[config.mk]
export PLATFORM = sky130hd
export DESIGN_NAME = fm_carrier_nco
export DESIGN_NICKNAME = d
export VERILOG_FILES = /design/src/rtl/fm_carrier_nco.sv
export SDC_FILE = /design/constraint.sdc
export NUM_CORES = 1
export LEC_CHECK = 0
export ABC_CLOCK_PERIOD_IN_PS = 13800
export BUFFER_PORTS_ARGS = -buffer_cell sky130_fd_sc_hd__buf_4
export CORE_MARGIN = 2
export CORE_UTILIZATION = 52
export DETAILED_ROUTE_END_ITERATION = 16
export PLACE_DENSITY = 0.72
export SLEW_MARGIN = 30
export SYNTH_ARGS = -nofsm -noshare
export SYNTH_HDL_FRONTEND = slang
export SYNTH_SLANG_ARGS = --single-unit
export TNS_END_PERCENT = 10
[constraint.sdc]
create_clock -name clock -period 13.8 [get_ports clock]
set_input_delay 2.07 -clock clock [delete_from_list [all_inputs] [get_ports clock]]
set_output_delay 2.07 -clock clock [all_outputs]
set_load 0.005 [all_outputs]
[src/rtl/fm_carrier_nco.sv]
// rtl/fm_carrier_nco.sv - FM carrier NCO: linear deviation interpolation, phase accumulator, sine LUT
`timescale 1ns/1ps
module fm_carrier_nco #(
    parameter int INTERP_LOG2  = 9,
    parameter int NSAMPLES_LUT = 256
) (
    input  logic        clock,
    input  logic        reset,
    input  logic        ready_block_192,
    input  logic [23:0] FMout,
    input  logic [31:0] fc_word,
    output logic [23:0] dev,
    output logic [31:0] phase,
    output logic [7:0]  carrier_sine,
    output logic        carrier_sq,
    output logic        busy
);

    typedef enum logic [1:0] {IDLE, RAMP, HOLD} state_e;

    // Quarter-wave of round(127*sin(2*pi*k/256)), k = 0..64; the rest follows by symmetry.
    localparam logic [7:0] QTAB [0:64] = '{
        8'd0,   8'd3,   8'd6,   8'd9,   8'd12,  8'd16,  8'd19,  8'd22,
        8'd25,  8'd28,  8'd31,  8'd34,  8'd37,  8'd40,  8'd43,  8'd46,
        8'd49,  8'd51,  8'd54,  8'd57,  8'd60,  8'd63,  8'd65,  8'd68,
        8'd71,  8'd73,  8'd76,  8'd78,  8'd81,  8'd83,  8'd85,  8'd88,
        8'd90,  8'd92,  8'd94,  8'd96,  8'd98,  8'd100, 8'd102, 8'd104,
        8'd106, 8'd107, 8'd109, 8'd111, 8'd112, 8'd113, 8'd115, 8'd116,
        8'd117, 8'd118, 8'd120, 8'd121, 8'd122, 8'd122, 8'd123, 8'd124,
        8'd125, 8'd125, 8'd126, 8'd126, 8'd126, 8'd127, 8'd127, 8'd127,
        8'd127
    };

    // A shallower LUT keeps only the top log2(NSAMPLES_LUT) phase bits of the 256-entry table.
    localparam int         LUT_AW   = $clog2(NSAMPLES_LUT);
    localparam logic [7:0] LUT_MASK = 8'hFF << (8 - LUT_AW);

    function automatic logic [7:0] sine_at(input logic [7:0] a);
        logic [6:0] qidx;
        logic [7:0] mag;
        qidx = a[6] ? (7'd64 - {1'b0, a[5:0]}) : {1'b0, a[5:0]};
        mag  = QTAB[qidx];
        return a[7] ? (8'd0 - mag) : mag;
    endfunction

    state_e                  state_q, state_d;
    logic                    rdy_q;
    logic                    capture;
    logic signed [23:0]      dev_q, dev_d;
    logic signed [23:0]      target_q, target_d;
    logic signed [23:0]      step_q, step_d;
    logic [INTERP_LOG2-1:0]  cnt_q, cnt_d;
    logic signed [24:0]      diff;
    logic                    busy_q;
    logic [31:0]             inc_q;
    logic [31:0]             phase_q;
    logic [7:0]              sine_q;
    logic [7:0]              lut_addr;

    always_comb begin
        capture  = ready_block_192 & ~rdy_q;
        diff     = {FMout[23], FMout} - {dev_q[23], dev_q};
        lut_addr = phase_q[31:24] & LUT_MASK;
        state_d  = state_q;
        dev_d    = dev_q;
        target_d = target_q;
        step_d   = step_q;
        cnt_d    = cnt_q;
        case (state_q)
            RAMP: begin
                if (cnt_q == '0) begin
                    dev_d   = target_q;
                    state_d = HOLD;
                end else begin
                    dev_d = dev_q + step_q;
                    cnt_d = cnt_q - 1'b1;
                end
            end
            default: ;
        endcase
        // A new sample overrides any ramp step; the ramp restarts from the present dev.
        if (capture) begin
            dev_d    = dev_q;
            target_d = FMout;
            step_d   = 24'(diff >>> INTERP_LOG2);
            cnt_d    = '1;
            state_d  = RAMP;
        end
    end

    always_ff @(posedge clock or posedge reset) begin
        if (reset) begin
            state_q  <= IDLE;
            rdy_q    <= 1'b0;
            dev_q    <= '0;
            target_q <= '0;
            step_q   <= '0;
            cnt_q    <= '0;
            busy_q   <= 1'b0;
            inc_q    <= '0;
            phase_q  <= '0;
            sine_q   <= '0;
        end else begin
            state_q  <= state_d;
            rdy_q    <= ready_block_192;
            dev_q    <= dev_d;
            target_q <= target_d;
            step_q   <= step_d;
            cnt_q    <= cnt_d;
            // Registered so busy covers exactly the clocks whose dev value the ramp produced.
            busy_q   <= (state_q == RAMP);
            inc_q    <= fc_word + {{8{dev_q[23]}}, dev_q};
            phase_q  <= phase_q + inc_q;
            sine_q   <= sine_at(lut_addr);
        end
    end

    assign dev          = dev_q;
    assign phase        = phase_q;
    assign carrier_sine = sine_q;
    assign carrier_sq   = phase_q[31];
    assign busy         = busy_q;

endmodule

==> reports/metrics.yaml, run 1 <==
clock_network:
  tritoncts_clock_tree: "built"
  clock_tree.htree_level_count: 4
  clockRootBuffer: "sky130_fd_sc_hd__clkbuf_16"
  clk_pin_slew_worst_paths_ns: 0.06
  cts_post_setup_buffers_inserted: 0
  insertion_delay_ns: 0.43
  clock_tree.buffer_depth: 2
  cts.hold.buffers_added: 0
  cts-buffers-inserted: 17
  post_cts_resize_count: 0
  cts.sinks: 149
finish:
  finish.cell_count_without_fillers: 1540
  syn_to_final_growth_pct: 16.5
  post-route-cell-area_sq_mm: 0.0124
  finish.net_count: 1438
  insertedDiodeCount: 0
  drive_above_1_share: 0.168
placed_design:
  placed_area_sq_mm: 0.0118
  place_hpwl_microns: 18800
  gp_congestion: 0.920
  dpl.cell_count: 1509
  numPortBuffers: 124
synthesis:
  post_synthesis_adder_cell_area_fraction: 0.145
  ys_top_cells_by_count: "149 x sky130_fd_sc_hd__dfrtp_1, 118 x sky130_fd_sc_hd__ha_1, 113 x sky130_fd_sc_hd__a21oi_1"
  seq_total_area_yosys: 0.350
  post_synth_and_or_nand_nor_area_fraction: 0.134
  synth-xor-area-share: 0.0859
  dominantRegCellSynth: "sky130_fd_sc_hd__dfrtp_1"
  synth_net_count: 1324
  post-synth-top-count-cell: "sky130_fd_sc_hd__dfrtp_1"
  synth_compound_area_frac: 0.222
  combinational_family_with_the_most_area_after_synthesis: "compound AO/OA/AOI/OAI gates"
  syn-mean-instance-area_sq_um: 9.32
  synth.area.mux_share: 0.0319
  synth_top_area_frac: 0.350
  yosys_warnings: 0
  synth_top_cells_by_area: "sky130_fd_sc_hd__dfrtp_1 35%, sky130_fd_sc_hd__ha_1 14%, sky130_fd_sc_hd__xnor2_1 5.5%, sky130_fd_sc_hd__a21oi_1 5.3%, sky130_fd_sc_hd__o21ai_0 3.8%"
  syn_inst: 1144
  yosysUniqueCellTypes: 77
  asyncSetResetFlopFracSynth: 1.00
  synth_edf_count: 0
  synth-seq-cells: 149
  synthDominantAreaCellType: "sky130_fd_sc_hd__dfrtp_1"
  syn-cell-area_sq_mm: 0.0107
timing:
  final_max_tran_viols: 0
  worst_slew_margin_relative_to_its_limit: 0.406
  setup-tns-final_ns: 0
  grt_setup_unrepaired: "no"
  timing.fmax_mhz: 217
  final_period_utilization: 0.335
  worst_slew_pin_slew_ns: 0.888
  setup_viol: 0
  fin_skew_ns: 0.0136
  period_minus_slack_ns: 4.62
  finalHoldViolCount: 0
  fin_worst_hold_slack_ns: 0.475
worst_setup_path:
  critical_path_peak_fanout: 4
  timing.critical_path.required_ns: 14.15
  timing.setup.critical_path_class: "in -> reg"
  critical_path.endpoint_type: "flop"
  critical_path_arrival_ns: 4.97
  startpoint_of_the_most_critical_register_to_register_path: "phase[24]"
  cp-startpoint: "fc_word[4]"
  timing.critical_path.from_type: "primary input"
die:
  num_rows: 52
  die-width_microns: 147
  die_height_microns: 147
  start_util: 0.529
  core_region_sq_mm: 0.0202
  pin_count: 125
  floorplan.die_area_sq_mm: 0.0217
global_routing:
  antenna_found_initial: 0
  pin_count_of_the_biggest_net_entering_global_routing: 95
  first_pass_grt_wire_length_microns: 41500
  grt_overflow: 0
  number_of_global_route_vias_before_repair: 8502
  overall_routing_resource_usage: 0.235
run:
  cap_violations: 0
routing:
  drt-total-wl_microns: 24900
  drt-vias-per-instance: 5.75
  drt-pass1-iter-count: 5
  detail-route-antenna-nets: 0
  drt-wirelength-per-cell_microns: 16.2
  first_iter_violations: 477
  number_of_remaining_drc_errors: 0
  routed-via-count: 8852
status:
  run_status: "completed"
min_path:
  min_from: "inc_q[0]"
  holdCritPathClass: "reg -> reg"
## stage by stage
step           setup WS [ns]  utilization
3_5_place_dp            8.80        0.587
5_1_grt                 9.03        0.616
3_3_place_gp            8.83        0.587
2_1_floorplan           7.72            -
6_report                9.18        0.616
4_1_cts                 9.23        0.615
## layout make-up
cell class | count | area (sq um)
clock inverters | 10 | 106
flip-flops and latches | 149 | 3730
clock buffers | 21 | 460
multi-input cells | 910 | 6620
fillers | 1765 | 7750
well taps | 270 | 338
inverters | 50 | 193
repair buffers | 130 | 976
## cell usage in the layout, fill, tap and decap left out, types with 13 or more instances in the layout
| master | count |
|---|---|
| sky130_fd_sc_hd__o21a_1 | 14 |
| sky130_fd_sc_hd__o21ai_0 | 80 |
| sky130_fd_sc_hd__nor2b_1 | 14 |
| sky130_fd_sc_hd__nand2_1 | 86 |
| sky130_fd_sc_hd__nand3_1 | 13 |
| sky130_fd_sc_hd__inv_1 | 48 |
| sky130_fd_sc_hd__dfrtp_1 | 149 |
| sky130_fd_sc_hd__buf_4 | 130 |
| sky130_fd_sc_hd__mux2_2 | 24 |
| sky130_fd_sc_hd__a211oi_1 | 27 |
| sky130_fd_sc_hd__clkbuf_16 | 17 |
| sky130_fd_sc_hd__a21oi_1 | 113 |
| sky130_fd_sc_hd__nor2_1 | 67 |
| sky130_fd_sc_hd__ha_1 | 118 |
| sky130_fd_sc_hd__nand2b_1 | 20 |
| sky130_fd_sc_hd__nor3_1 | 26 |
| sky130_fd_sc_hd__xnor2_1 | 65 |
| sky130_fd_sc_hd__a21o_1 | 28 |
| sky130_fd_sc_hd__xor2_1 | 32 |
## worst max-delay path, stage by stage
cell and delay [ns]:
sky130_fd_sc_hd__buf_4 0.11, sky130_fd_sc_hd__ha_1 0.34, sky130_fd_sc_hd__a2111oi_0 0.51, sky130_fd_sc_hd__o31ai_1 0.22, sky130_fd_sc_hd__a32oi_1 0.39, sky130_fd_sc_hd__o311ai_0 0.20
sky130_fd_sc_hd__nand2_1 0.13, sky130_fd_sc_hd__o21ai_0 0.22, sky130_fd_sc_hd__a31o_2 0.31, sky130_fd_sc_hd__a21o_1 0.17, sky130_fd_sc_hd__a21oi_1 0.16, sky130_fd_sc_hd__xnor2_1 0.13
## logic make-up (layout without fill, tap and decap cells)
group	count (synthesis)	after routing
AO/OA/AOI/OAI	367	367
AND/OR/NAND/NOR	288	288
flip-flops	149	149
adder cells (fa/ha/maj)	122	122
XOR/XNOR	102	102
buffers and inverters	85	211
multiplexers	31	31
## state kept, by name, summed over array words and instances, names as in the netlist
name          flops
inc_q            32
phase            32
carrier_sine      8
target_q         24
busy              1
rdy_q             1
cnt_q             9
dev              24
state_q           2
step_q           16
## final timing paths
| check | endpoint | slack (ns) | cells past startpoint |
|---|---|---|---|
| worst max-delay path | inc_q[29] | 9.18 | 12 |
| worst min-delay path | phase[0] | 0.48 | 1 |
| worst max register to register | carrier_sine[4] | 10.04 | 16 |
| worst min register to register | phase[0] | 0.48 | 1 |
| max in group asynchronous | step_q[13] | 10.72 | 3 |
| min in group asynchronous | phase[12] | 1.79 | 2 |
## per-layer routing
metal,track usage,routed length (microns)
met5,0,0
met3,0.0332,1020
met2,0.379,11600
met4,0.0846,581
met1,0.323,11700
Power of run 1 is not shown: default switching activity piles up to over one toggle a cycle in this logic, so the estimate is an artifact.
==> run 2: changes to the inputs <==
ABC_AREA = 1   (was default)
ABC_CLOCK_PERIOD_IN_PS = 4600   (was 13800)
clock period = 4.6 ns   (was 13.8 ns; I/O delays follow)
==> run 2 against run 1 <==
  * Wire length grew 31%
  * First-iteration DRC count grew 78%
  * Highest routed layer unchanged
  * Register-to-register slack lost 8.3 ns
==> reports/metrics.yaml, run 2 <==
global_routing:
  overall_routing_resource_usage: 0.277
  number_of_global_route_vias_before_repair: 11086
  pin_count_of_the_biggest_net_entering_global_routing: 150
  grt_overflow: 0
  antenna_found_initial: 0
  first_pass_grt_wire_length_microns: 53500
synthesis:
  synth_top_area_frac: 0.315
  syn-mean-instance-area_sq_um: 7.31
  yosysUniqueCellTypes: 52
  synthDominantAreaCellType: "sky130_fd_sc_hd__dfrtp_1"
  post-synth-top-count-cell: "sky130_fd_sc_hd__nand2_1"
  dominantRegCellSynth: "sky130_fd_sc_hd__dfrtp_1"
  syn_inst: 1620
  synth-seq-cells: 149
  synth_net_count: 1800
  synth_top_cells_by_area: "sky130_fd_sc_hd__dfrtp_1 31%, sky130_fd_sc_hd__nand2_1 13%, sky130_fd_sc_hd__ha_1 12%, sky130_fd_sc_hd__inv_1 5.6%, sky130_fd_sc_hd__a21oi_1 5.4%"
  synth_edf_count: 0
  yosys_warnings: 0
  seq_total_area_yosys: 0.315
  ys_top_cells_by_count: "396 x sky130_fd_sc_hd__nand2_1, 177 x sky130_fd_sc_hd__inv_1, 149 x sky130_fd_sc_hd__dfrtp_1"
  syn-cell-area_sq_mm: 0.0118
  asyncSetResetFlopFracSynth: 1.00
die:
  die_height_microns: 155
  num_rows: 55
  floorplan.die_area_sq_mm: 0.0240
  pin_count: 125
  start_util: 0.526
  core_region_sq_mm: 0.0225
  die-width_microns: 155
worst_setup_path:
  critical_path_peak_fanout: 10
  critical_path_arrival_ns: 3.16
  timing.setup.critical_path_class: "reg -> reg"
  timing.critical_path.required_ns: 4.92
  critical_path.endpoint_type: "flop"
  timing.critical_path.from_type: "flop"
finish:
  finish.net_count: 1921
  post-route-cell-area_sq_mm: 0.0137
  insertedDiodeCount: 0
  drive_above_1_share: 0.122
  most_common_cell_after_layout_fill_and_taps_aside: "sky130_fd_sc_hd__nand2_1"
  finish.utilization: 0.607
  layout_common_cells: "396 x sky130_fd_sc_hd__nand2_1, 176 x sky130_fd_sc_hd__inv_1, 149 x sky130_fd_sc_hd__dfrtp_1"
  syn_to_final_growth_pct: 15.4
clock_network:
  clk_pin_slew_worst_paths_ns: 0.06
  tritoncts_clock_tree: "built"
  cts_post_setup_buffers_inserted: 0
  insertion_delay_ns: 0.43
  clock_tree.htree_level_count: 4
  cts.sinks: 149
  post_cts_resize_count: 0
  cts-buffers-inserted: 17
  clock_tree.buffer_depth: 2
  cts.hold.buffers_added: 0
  clockRootBuffer: "sky130_fd_sc_hd__clkbuf_16"
routing:
  number_of_remaining_drc_errors: 0
  drt-pass1-iter-count: 6
  detail-route-antenna-nets: 0
  routed-via-count: 11312
  drt-wirelength-per-cell_microns: 16.0
  first_iter_violations: 847
  drt-vias-per-instance: 5.55
  drt-total-wl_microns: 32500
timing:
  timing.fmax_mhz: 352
  worst_slew_margin_relative_to_its_limit: 0.476
  setup-tns-final_ns: 0
  grt_setup_unrepaired: "no"
  final_period_utilization: 0.618
  final_max_tran_viols: 0
  fin_skew_ns: 0.0113
  setup_viol: 0
  period_minus_slack_ns: 2.84
  worst_slew_pin_slew_ns: 0.786
  finalHoldViolCount: 0
status:
  run_status: "completed"
placed_design:
  place_hpwl_microns: 26000
  gp_congestion: 0.945
  numPortBuffers: 124
  placed_area_sq_mm: 0.0130
run:
  cap_violations: 0
min_path:
  holdCritPathClass: "in -> reg"
run 2: changes by cell type after synthesis, moves of 15 or more:
cell and delta:
sky130_fd_sc_hd__nand2b_1 -21, sky130_fd_sc_hd__inv_1 +128, sky130_fd_sc_hd__mux2_2 -24, sky130_fd_sc_hd__nor2_1 +77
sky130_fd_sc_hd__a21o_1 -15, sky130_fd_sc_hd__nand2_1 +310, sky130_fd_sc_hd__nand3_1 +79, sky130_fd_sc_hd__xor2_1 +26
sky130_fd_sc_hd__xnor2_1 -50, sky130_fd_sc_hd__a211oi_1 -25, sky130_fd_sc_hd__o21ai_0 +31
run 2: logic make-up (layout without fill, tap and decap cells):
logic type	after synthesis	count (layout)	share of synthesized area
and+or+nand+nor	723	723	0.263
DFF	149	149	0.315
buffers and inverters	211	345	0.0709
AOI/OAI and AO/OA	341	341	0.166
adders and majority gates	121	121	0.130
xor gates and xnor gates	75	75	0.0555
run 2: path summary, 6_finish.rpt:
| check | cells after the start | from | slack (ns) | endpoint |
|---|---|---|---|---|
| worst max-delay path | 18 | phase[24] | 1.76 | carrier_sine[6] |
| worst min-delay path | 1 | ready_block_192 | 0.37 | rdy_q |
| worst max register to register | 18 | phase[24] | 1.76 | carrier_sine[6] |
| worst min register to register | 1 | state_q[1] | 0.47 | busy |
| max in group asynchronous | 3 | reset | 3.55 | inc_q[21] |
| min in group asynchronous | 3 | reset | 0.48 | target_q[2] |
run 2: critical path: stages (launching register included):
cell,delay [ns]
sky130_fd_sc_hd__dfrtp_1,0.55
sky130_fd_sc_hd__inv_2,0.17
sky130_fd_sc_hd__ha_1,0.32
sky130_fd_sc_hd__nand2_1,0.07
sky130_fd_sc_hd__nand2_2,0.11
sky130_fd_sc_hd__ha_1,0.26
sky130_fd_sc_hd__o211ai_1,0.23
sky130_fd_sc_hd__o21ai_0,0.12
sky130_fd_sc_hd__nand2_1,0.08
sky130_fd_sc_hd__nand2_1,0.05
sky130_fd_sc_hd__nand2_1,0.10
sky130_fd_sc_hd__nand2_1,0.06
sky130_fd_sc_hd__inv_1,0.07
sky130_fd_sc_hd__ha_1,0.18
sky130_fd_sc_hd__nand3_1,0.12
sky130_fd_sc_hd__nand2_1,0.08
sky130_fd_sc_hd__nand2_1,0.05
sky130_fd_sc_hd__nand2_1,0.07
sky130_fd_sc_hd__inv_1,0.04
run 2: metal layers:
metal / track usage / share of wire / vias to the layer above
li1: - / - / 5680
met3: 0.0387 / 0.042 / 60
met5: 0 / 0 / -
met4: 0.0798 / 0.023 / 0
met2: 0.489 / 0.49 / 291
met1: 0.354 / 0.45 / 5281
run 2: layout make-up:
class | count | area, sq um
well taps | 285 | 357
fillers | 2130 | 8840
multi-input cells | 1260 | 7280
inverters | 184 | 694
repair buffers | 129 | 981
flip-flops and latches | 149 | 3730
clock inverters | 12 | 166
clock buffers | 20 | 457
run 2: stage by stage:
stage                     cells  hold slack, ns  setup slack, ns
after CTS                  2039           0.358             1.76
after detailed placement   2007           0.455             1.48
after global routing       2039           0.357             1.40
after floorplan            1620           0.424             2.01
after global placement     2007           0.453             1.55
final                      2039           0.373             1.76
Power of run 2 is left out for the same reason.
==> run 3: changes to the inputs <==
ABC_CLOCK_PERIOD_IN_PS = 2600   (was 4600)
PLACE_DENSITY = 0.75   (was 0.72)
clock period = 2.6 ns   (was 4.6 ns; I/O delays follow)
==> run 3 against run 2 <==
  * First-iteration DRC count shrank 20%
  * Global-route usage up 0.41 points
  * Maximum frequency increased by 16%
  * Register-to-register slack lost 1.6 ns
  * Cell count increased by 1.7%
  * Count of clock-buffer cells in the layout down 1
  * Via count increased by 1.8%
  * Sequential cell count did not move
  * Clock skew rose by 0.0054 ns
==> reports/metrics.yaml, run 3 (synthesis results as in run 2) <==
status:
  run_status: "completed"
timing:
  finalHoldViolCount: 0
  fin_skew_ns: 0.0167
  grt_setup_unrepaired: "yes"
  setup-tns-final_ns: 0
  final_max_tran_viols: 0
  setup_viol: 0
  worst_slew_pin_slew_ns: 0.778
  timing.fmax_mhz: 406
  final_period_utilization: 0.947
  worst_slew_margin_relative_to_its_limit: 0.481
  period_minus_slack_ns: 2.46
routing:
  routed-via-count: 11520
  drt-pass1-iter-count: 5
  drt-vias-per-instance: 5.55
  drt-wirelength-per-cell_microns: 16.1
  drt-total-wl_microns: 33400
  number_of_remaining_drc_errors: 0
  first_iter_violations: 675
  detail-route-antenna-nets: 0
placed_design:
  gp_congestion: 0.971
  numPortBuffers: 124
  place_hpwl_microns: 27100
worst_setup_path:
  timing.setup.critical_path_class: "reg -> reg"
  critical_path_arrival_ns: 2.78
  cp_top_family: "simple AND/OR/NAND/NOR gates"
  critical_path_peak_fanout: 6
  count_of_buffering_cells_on_the_critical_path_with_inverters_included: 3
  r2r.worst_path.cells: 16
  path_common_cell: "sky130_fd_sc_hd__nand2_1"
  cp_cell_sequence: "inv_2, ha_1, nand2_1, nand2_4, ha_4, o211ai_1, nand3_1, nand4_1, nand3_2, inv_1, ha_4, nand2_1, nand2_1, nand3_1, nand2_1, inv_1"
  critical_path_cell_count: 16
  timing.critical_path.from_type: "flop"
  timing.critical_path.required_ns: 2.92
  worst_path_max_delay_cell: "sky130_fd_sc_hd__dfrtp_1"
  critical_path.endpoint_type: "flop"
  worst_path_largest_cell_delay_ns: 0.39
global_routing:
  pin_count_of_the_biggest_net_entering_global_routing: 43
  grt_overflow: 0
  antenna_found_initial: 0
  overall_routing_resource_usage: 0.281
  number_of_global_route_vias_before_repair: 11198
  first_pass_grt_wire_length_microns: 54000
run:
  cap_violations: 0
die:
  die_height_microns: 155
  num_rows: 55
  die-width_microns: 155
  start_util: 0.526
  floorplan.die_area_sq_mm: 0.0240
  core_region_sq_mm: 0.0225
  pin_count: 125
clock_network:
  cts-buffers-inserted: 17
  clock_tree.htree_level_count: 4
  cts.sinks: 149
  insertion_delay_ns: 0.43
  tritoncts_clock_tree: "built"
  clk_pin_slew_worst_paths_ns: 0.06
  clock_tree.buffer_depth: 2
  clockRootBuffer: "sky130_fd_sc_hd__clkbuf_16"
finish:
  layout_common_cells: "394 x sky130_fd_sc_hd__nand2_1, 175 x sky130_fd_sc_hd__inv_1, 161 x sky130_fd_sc_hd__buf_4"
  most_common_cell_after_layout_fill_and_taps_aside: "sky130_fd_sc_hd__nand2_1"
  syn_to_final_growth_pct: 18.3
  finish.net_count: 1956
  insertedDiodeCount: 0
  drive_above_1_share: 0.146
min_path:
  hold_path_depth: 1
  holdCritPathClass: "in -> reg"
run 3: metal layers:
layer | global-route usage | up-vias | part of all wire
li1 | - | 5742 | -
met1 | 0.352 | 5334 | 0.43
met2 | 0.481 | 363 | 0.48
met3 | 0.0471 | 81 | 0.050
met4 | 0.118 | 0 | 0.035
met5 | 0 | - | 0
run 3: final timing paths:
check	to	from	slack, ns
max	carrier_sine[4]	phase[24]	0.14
min	rdy_q	ready_block_192	0.08
max reg2reg	carrier_sine[4]	phase[24]	0.14
min reg2reg	busy	state_q[1]	0.45
max in group asynchronous	target_q[23]	reset	1.85
min in group asynchronous	target_q[1]	reset	0.09
run 3: area by class of cell:
type / count / area (sq um)
clock buffer: 19 / 453
clock inverter: 13 / 146
fill: 2014 / 8490
inverter: 184 / 698
multi-input combinational: 1260 / 7360
sequential: 149 / 3730
tap: 285 / 357
timing repair buffer: 164 / 1270
run 3: metrics by stage:
step,cell area [sq um],setup WS (ns),hold slack (ns),utilization,instances
floorplan,11800,0.183,0.421,-,1620
global placement,13300,0.126,0.442,0.591,2037
detailed placement,13300,0.0906,0.451,0.591,2037
CTS,13900,0.0574,0.0631,0.617,2069
global route,14000,-0.0285,0.0613,0.623,2074
finish,14000,0.139,0.0800,0.623,2074
run 3: worst register-to-register path, cell delays in order, from the launching register on:
cell and delay, ns:
sky130_fd_sc_hd__dfrtp_1 0.39, sky130_fd_sc_hd__inv_2 0.12, sky130_fd_sc_hd__ha_1 0.24, sky130_fd_sc_hd__nand2_1 0.10, sky130_fd_sc_hd__nand2_4 0.10, sky130_fd_sc_hd__ha_4 0.19, sky130_fd_sc_hd__o211ai_1 0.26, sky130_fd_sc_hd__nand3_1 0.14
sky130_fd_sc_hd__nand4_1 0.14, sky130_fd_sc_hd__nand3_2 0.11, sky130_fd_sc_hd__inv_1 0.12, sky130_fd_sc_hd__ha_4 0.15, sky130_fd_sc_hd__nand2_1 0.07, sky130_fd_sc_hd__nand2_1 0.06, sky130_fd_sc_hd__nand3_1 0.07, sky130_fd_sc_hd__nand2_1 0.07
sky130_fd_sc_hd__inv_1 0.04
run 3: repair_timing:
action / 4_1_cts / 5_1_grt
setup buffers: 0 / 5
hold buffers: 0 / 0
endpoints found under the setup margin: 0 / 11
resized for setup: 0 / 17
Power of run 3 is left out for the same reason.
